`config.mk`:
```
export PLATFORM = sky130hd
export DESIGN_NAME = timer_share_arbiter_flat
export DESIGN_NICKNAME = d
export VERILOG_FILES = /design/src/rtl/timer_share_arbiter_if.sv /design/src/rtl/timer_share_arbiter.sv /design/src/flat_wrapper.sv
export SDC_FILE = /design/constraint.sdc
export NUM_CORES = 1
export LEC_CHECK = 0
export ABC_CLOCK_PERIOD_IN_PS = 1800
export CAP_MARGIN = 15
export CORE_ASPECT_RATIO = 0.7
export CORE_UTILIZATION = 45
export CTS_BUF_LIST = sky130_fd_sc_hd__clkbuf_8
export CTS_CLUSTER_SIZE = 30
export DETAILED_ROUTE_END_ITERATION = 8
export GPL_TIMING_DRIVEN = 1
export PLACE_DENSITY = 0.79
export SYNTH_ARGS = -nofsm -noshare
export SYNTH_HDL_FRONTEND = slang
export SYNTH_SLANG_ARGS = --single-unit
export TNS_END_PERCENT = 100
```
`constraint.sdc`:
```
create_clock -name clk -period 1.8 [get_ports clk]
set_input_delay 0.36 -clock clk [delete_from_list [all_inputs] [get_ports clk]]
set_output_delay 0.36 -clock clk [all_outputs]
set_load 0.05 [all_outputs]
```
`src/rtl/timer_share_arbiter_if.sv`:
```
// Client-side bundle for the shared interval timer.
// The master side is the set of requesters; the slave side is the arbiter.
interface timer_share_arbiter_if #(
    parameter int WIDTH = 4
);
    logic [3:0]         req;
    logic [4*WIDTH-1:0] len;
    logic [3:0]         grant;
    logic [3:0]         done;
    logic               busy;
    logic [WIDTH-1:0]   cnt;

    modport master (
        output req,
        output len,
        input  grant,
        input  done,
        input  busy,
        input  cnt
    );

    modport slave (
        input  req,
        input  len,
        output grant,
        output done,
        output busy,
        output cnt
    );
endinterface

```
`src/rtl/timer_share_arbiter.sv`:
```
// Round-robin owner of one shared up counter, serving four interval requesters.
//
//   state | meaning
//   ------+-------------------------------------------------------------
//   IDLE  | counter parked at 0, arbitrate among pending requests
//   RUN   | counter owned by r_grant, counting prescaled ticks to r_term
//   DONE  | one-cycle done pulse to the owner, grant still held
module timer_share_arbiter #(
    parameter int WIDTH    = 4,
    parameter int PRESCALE = 1
) (
    input  logic                  clk,
    input  logic                  n_reset,
    timer_share_arbiter_if.slave  bus
);

    localparam int PW = (PRESCALE > 1) ? $clog2(PRESCALE) : 1;

    typedef enum logic [1:0] {
        ST_IDLE = 2'd0,
        ST_RUN  = 2'd1,
        ST_DONE = 2'd2
    } state_t;

    state_t           r_state;
    logic [3:0]       r_grant;
    logic [3:0]       r_done;
    logic [WIDTH-1:0] r_cnt;
    logic [WIDTH-1:0] r_term;
    logic [PW-1:0]    r_presc;
    logic [1:0]       r_last;

    state_t           w_nxt_state;
    logic [3:0]       w_nxt_grant;
    logic [3:0]       w_nxt_done;
    logic [WIDTH-1:0] w_nxt_cnt;
    logic [WIDTH-1:0] w_nxt_term;
    logic [PW-1:0]    w_nxt_presc;
    logic [1:0]       w_nxt_last;

    logic [1:0]       w_winner;
    logic [1:0]       w_cand;
    logic             w_found;
    logic             w_tick;
    logic             w_owner_req;

    assign w_tick      = (r_presc == PW'(PRESCALE - 1));
    assign w_owner_req = |(bus.req & r_grant);

    // Search upward from the last winner so the last-served requester ranks lowest.
    always_comb begin
        w_winner = r_last;
        w_cand   = r_last;
        w_found  = 1'b0;
        for (int i = 1; i <= 4; i++) begin
            w_cand = r_last + 2'(i);
            if (!w_found && bus.req[w_cand]) begin
                w_winner = w_cand;
                w_found  = 1'b1;
            end
        end
    end

    // Next-state and next-output logic; abort is checked ahead of the terminal tick.
    always_comb begin
        w_nxt_state = r_state;
        w_nxt_grant = r_grant;
        w_nxt_done  = '0;
        w_nxt_cnt   = r_cnt;
        w_nxt_term  = r_term;
        w_nxt_presc = r_presc;
        w_nxt_last  = r_last;
        case (r_state)
            ST_IDLE: begin
                w_nxt_grant = '0;
                w_nxt_cnt   = '0;
                if (w_found) begin
                    w_nxt_state = ST_RUN;
                    w_nxt_grant = 4'b0001 << w_winner;
                    w_nxt_term  = bus.len[int'(w_winner)*WIDTH +: WIDTH];
                    w_nxt_presc = '0;
                    w_nxt_last  = w_winner;
                end
            end
            ST_RUN: begin
                if (!w_owner_req) begin
                    w_nxt_state = ST_IDLE;
                    w_nxt_grant = '0;
                    w_nxt_cnt   = '0;
                    w_nxt_presc = '0;
                end else if (w_tick) begin
                    w_nxt_presc = '0;
                    if (r_cnt == r_term) begin
                        w_nxt_state = ST_DONE;
                        w_nxt_done  = r_grant;
                    end else begin
                        w_nxt_cnt = r_cnt + WIDTH'(1);
                    end
                end else begin
                    w_nxt_presc = r_presc + PW'(1);
                end
            end
            ST_DONE: begin
                w_nxt_state = ST_IDLE;
                w_nxt_grant = '0;
                w_nxt_cnt   = '0;
            end
            default: begin
                w_nxt_state = ST_IDLE;
                w_nxt_grant = '0;
                w_nxt_cnt   = '0;
                w_nxt_presc = '0;
            end
        endcase
    end

    // State and output registers with synchronous active-low reset.
    always_ff @(posedge clk) begin
        if (!n_reset) begin
            r_state <= ST_IDLE;
            r_grant <= '0;
            r_done  <= '0;
            r_cnt   <= '0;
            r_term  <= '0;
            r_presc <= '0;
            r_last  <= 2'd3;
        end else begin
            r_state <= w_nxt_state;
            r_grant <= w_nxt_grant;
            r_done  <= w_nxt_done;
            r_cnt   <= w_nxt_cnt;
            r_term  <= w_nxt_term;
            r_presc <= w_nxt_presc;
            r_last  <= w_nxt_last;
        end
    end

    assign bus.grant = r_grant;
    assign bus.done  = r_done;
    assign bus.busy  = (r_state != ST_IDLE);
    assign bus.cnt   = r_cnt;

endmodule

```
`src/flat_wrapper.sv`:
```
// flat-port wrapper written by rule: the top's interface ports become plain ports
module timer_share_arbiter_flat 
#(
    parameter int WIDTH    = 4,
    parameter int PRESCALE = 1
)
  (clk, n_reset, bus_req, bus_len, bus_grant, bus_done, bus_busy, bus_cnt);
  timer_share_arbiter_if #(.WIDTH(WIDTH)) bus_i ();
  input  logic clk;
  input  logic n_reset;
  input wire logic [$bits(bus_i.req)-1:0] bus_req;
  input wire logic [$bits(bus_i.len)-1:0] bus_len;
  output wire logic [$bits(bus_i.grant)-1:0] bus_grant;
  output wire logic [$bits(bus_i.done)-1:0] bus_done;
  output wire logic [$bits(bus_i.busy)-1:0] bus_busy;
  output wire logic [$bits(bus_i.cnt)-1:0] bus_cnt;
  assign bus_i.req = bus_req;
  assign bus_i.len = bus_len;
  assign bus_grant = bus_i.grant;
  assign bus_done = bus_i.done;
  assign bus_busy = bus_i.busy;
  assign bus_cnt = bus_i.cnt;
  timer_share_arbiter #(.WIDTH(WIDTH), .PRESCALE(PRESCALE)) u_core (.clk(clk), .n_reset(n_reset), .bus(bus_i));
endmodule
```
; After elaboration in Yosys (flattened, before gate mapping)
; Cells that the tools add are included.
[op_classes]
add_sub_neg = 5
magnitude_cmp = 4
n_eq_ne = 7
shifts = 2
muxes = 28
bitwise_logic = 7
reduce_logical = 15
[op_table]
columns = op, n
row1 = $mux W2, 8
row2 = $shiftx A16 B5 Y4, 1
row3 = $lt A2 B3 Y1 const B, 4
row4 = $mux W1, 11
row5 = $bmux W1 S2, 4
row6 = $mux W4, 2
row7 = $pmux W4 S2, 1
row8 = $ne A3 B3 Y1 const B, 2
row9 = $not A1 Y1, 6
row10 = $reduce_and A2 Y1, 3
row11 = $reduce_and A3 Y1, 2
row12 = $reduce_or A5 Y1, 1
row13 = $add A2 B2 Y2 const B, 2
row14 = $add A4 B1 Y4 const B, 1
row15 = $and A4 B4 Y4, 1
row16 = $eq A4 B4 Y1, 1
row17 = $pmux W2 S2, 1
row18 = $reduce_or A4 Y1, 1
row19 = $shl A1 B2 Y4 const A, 1
row20 = $logic_and A1 B1 Y1, 3
row21 = $logic_not A1 Y1, 3
row22 = $pmux W1 S3, 1
row23 = $add A2 B1 Y2 const B, 1
row24 = $eq A2 B1 Y1 const B, 1
row25 = 6 further kinds, 6
[totals]
reg_bits = 21
inputBits = 22
word_cells = 75

; Longest topological paths before layout
; Gate-level depths: netlist of the first run.
[logic_depth]
word_depth = 16
ltp_mapped = 7
depth_no_buf = 5

; Worst setup path before layout of the first run
; OpenSTA, ideal clock, no wires.
[synth_timing]
kind = register -> register
startpoint = register u_core.r_cnt[0] (netlist: u_core.bus.cnt[0])
endpoint = register u_core.r_cnt[3] (netlist: u_core.bus.cnt[3])
arrival_time_ps = 1472
t_required_ps = 1680
setup_slack_ps = 208
stages_incl_launch_ff = 6
n_path_buf = 0
period_less_slack_ps = 1592
cell_sequence = dfxtp_1 -> xnor2_1 -> nand4_1 -> nand4_1 -> xor2_1 -> nor2_1
[synth_via]
elab_chain_cells = 3
elab_cells_between_ends = 4
[synth_rtl]
columns = element, line
row1 = from (decl), timer_share_arbiter.sv:28  ; logic [WIDTH-1:0] r_cnt;
row2 = from (signal assigned), timer_share_arbiter.sv:131  ; r_cnt <= w_nxt_cnt;
row3 = branches (longest 3 deep; another with $add A4 B1 Y4), n/a
; Parallel ways; which one is timed is not known.
; A chain may end at the register's enable or synchronous reset.

; Worst setup path after layout of the first run
[layout_timing]
startpoint = input port bus_req[2]
endpoint = register u_core.r_term[0]
[layout_via]
elab_chain_cells = 13
elab_cells_between_ends = 24
[layout_rtl]
columns = element, line
row1 = from (decl), flat_wrapper.sv:11  ; input wire logic [$bits(bus_i.req)-1:0] bus_req;
row2 = $bmux W1 S2, timer_share_arbiter.sv:57  ; if (!w_found && bus.req[w_cand]) begin
row3 = $mux W1 (implied by the code), timer_share_arbiter.sv:57
row4 = $mux W1, timer_share_arbiter.sv:57
row5 = $logic_not A1 Y1, timer_share_arbiter.sv:57
row6 = $logic_and A1 B1 Y1, timer_share_arbiter.sv:57
row7 = $mux W1, timer_share_arbiter.sv:57
row8 = $logic_not A1 Y1, timer_share_arbiter.sv:57
row9 = $logic_and A1 B1 Y1, timer_share_arbiter.sv:57
row10 = $mux W1, timer_share_arbiter.sv:57
row11 = $logic_not A1 Y1, timer_share_arbiter.sv:57
row12 = $logic_and A1 B1 Y1, timer_share_arbiter.sv:57
row13 = $mux W2 / $mux W1 (equally long branches), timer_share_arbiter.sv:57
row14 = $shiftx A16 B5 Y4 / $reduce_and A2 Y1 (equally long branches), n/a
row15 = to (signal assigned), timer_share_arbiter.sv:132  ; r_term <= w_nxt_term;
row16 = to (decl), timer_share_arbiter.sv:29  ; logic [WIDTH-1:0] r_term;
; Several ways; a longest one is shown, not always the timed one. The select of a mux whose other input is x is not followed.

==> summary.txt, run 1 <==
H-tree Lvls: 1
Pre-antenna DRT Iters: 4
maximum clock insertion buffer count: 2
antenna viol nets, final: 0
synthesis-to-layout area growth: 48.84%
Initial Utilization: 47.56%
Max Slew Vio Count: 0
Die ar.: 2475 µm²
Die H: 41.93 µm
relative slew slack: 67.21%
CTS Root Cell: clkbuf_8
fmax: 0.5722 GHz
share of cells above drive strength 1: 24.50%
vias in the first global route: 922
Max-Cap Viols: 0
Clock Latency Late Sink: 0.25 ns
DRC violations left: 0
#FFs+latches synth: 20
DR WL/cell: 13.62 µm
synthesized area per cell: 9.759 µm²
DR iter-0 viols: 15
status: finished clean
most common cell after layout, fill and taps aside: clkdlybuf4s50_1
initial antenna violation count: 0
vias per cell: 5.322
overall power: 1289 µW
Num CTS Buffers: 3
hold_buf cts: 0
fin crit share: 97.09%
pre-CTS WS: -0.2567 ns
ys async rst share: 0%
hold path cells: 2
CP Max Fanout: 8
global-route wire length before repair: 3933 µm
Clock transition at path regs: 0.06 ns
crit path DAT: 1.92 ns
Clock Sinks: 20
Final Hold Fails: 0
Cell Area, Synth: 1025 µm²
crit path time final: 1.748 ns
Worst Hold Class: flop to flop
n_diodes: 0
maximum vdd drop: 0.5165 mV
crit path capture type: flop
Setup-failing EPs final: 0
Net Count, Synth: 128
register area share after synthesis: 39.07%
Yosys cell types: 36
worst hold slack: 0.4844 ns
total number of vias: 974
gpl congestion: 0.7514
FP Rows: 14
number of synthesized flops with an enable pin: 0
Worst Reg-to-Reg Cells: 6
Req. time, crit path: 1.97 ns
Setup CP Type: primary input to flop
Worst Setup Start Kind: primary input
PD cells: 845.4 nW/µm²
main flop type after synthesis: dfxtp_1
total global routing overflow: 0
largest net degree at the start of global routing: 11
Die W: 59.04 µm
DRT Wirelength: 2493 µm
Port-buffer cells: 34
most frequent cells in the layout: clkdlybuf4s50_1 (22), buf_4 (21), dfxtp_1 (20)
GRT Total Usage: 21.30%
worst setup margin: 0.05247 ns
DP Wirelength: 1943 µm
clk_skew: 0.0005735 ns
Setup TNS Final: 0 ns
LEAKAGE: 0.0006117 µW
Core ar.: 2155 µm²
CTS tree: built
placed instance count: 180
post-route insts no fill: 183
Syn. warnings: 0
fin nets: 176
Tightest Pin Transition: 0.4903 ns
# IOs: 35
Post-Syn Instances: 105
-- per-layer routing --
layer	track usage (%)	wire [µm]
met1	25.54	1054
met2	37.27	1292
met3	5.919	129
met4	5.238	17
met5	0	0
-- worst paths after layout --
path,endpoint,start,slack (ns)
min reg2reg,u_core.r_term[0],u_core.r_term[0],0.48
max reg2reg,u_core.r_term[0],u_core.r_last[0],0.19
min,u_core.r_term[0],u_core.r_term[0],0.48
max,u_core.r_term[0],bus_req[2],0.05
-- registers in the layout (all words and copies together), names as in the netlist --
signal            flops
u_core.bus.cnt        4
u_core.bus.done       4
u_core.bus.grant      4
u_core.r_last         2
u_core.r_state        2
u_core.r_term         4
-- area by class of cell --
| cell class | count | area [µm²] |
|---|---|---|
| timing repair buffer | 47 | 434.2 |
| clock buffer | 3 | 41.29 |
| sequential | 20 | 400.4 |
| multi-input combinational | 79 | 601.8 |
| tap | 32 | 40.04 |
| inverter | 2 | 7.507 |
| fill | 172 | 629.4 |
-- metrics by stage --
step,cell area (µm²),util (%)
global route,1525,70.79
finish,1525,70.79
CTS,1496,69.45
global placement,1455,67.54
detailed placement,1455,67.54
floorplan,1025,-
-- repair_timing --
item	4_1_cts	5_1_grt
setup buffers	0	0
endpoints found under the setup margin	0	5
gates resized for setup	0	6
-- power breakdown --
part           switching, µW  internal, µW
clock network            128           149
logic                    250           234
registers               44.7           484
total                    423           866
-- synth_stat cells, drive strengths merged, types with 2 or more instances --
master | n | area, µm²
a211oi | 8 | 85.08
a21oi | 2 | 21.27
a22oi | 2 | 15.01
a32o | 2 | 20.02
and2 | 5 | 31.28
buf | 3 | 31.27
dfxtp | 20 | 400.4
inv | 2 | 7.510
nand2 | 9 | 33.78
nand2b | 2 | 12.51
nand3 | 4 | 20.02
nand4 | 2 | 12.51
nor2 | 7 | 26.28
nor3b | 8 | 60.06
o211ai | 2 | 15.01
o31ai | 6 | 50.05
or2 | 3 | 21.27
xnor2 | 5 | 43.79
xor2 | 2 | 17.52
-- worst max-delay path, stage by stage --
cell	delay [ns]
clkdlybuf4s50_1	0.52
or2_1	0.18
a21oi_4	0.08
buf_4	0.18
nor3b_1	0.30
a211oi_1	0.09
o31ai_1	0.22
-- cell families after synthesis --
family          share of synthesized area [%]
flops                                   39.07
fa+ha+maj                               1.221
simple gates                            23.81
buf+inv                                 4.150
mux                                    0.9768
compound gates                          24.78
xor+xnor                                5.983
(Power assumes the default switching activity.)
==> inputs of run 2 (changes only) <==
--- a/config.mk
+++ b/config.mk
@@ -13,6 +13,7 @@
 export CTS_CLUSTER_SIZE = 30
 export DETAILED_ROUTE_END_ITERATION = 8
 export GPL_TIMING_DRIVEN = 1
+export HOLD_SLACK_MARGIN = 0.08
 export PLACE_DENSITY = 0.79
 export SYNTH_ARGS = -nofsm -noshare
 export SYNTH_HDL_FRONTEND = slang
==> results of run 2 <==
Same layout as run 1: the final DEF is identical, and so are final timing and power.
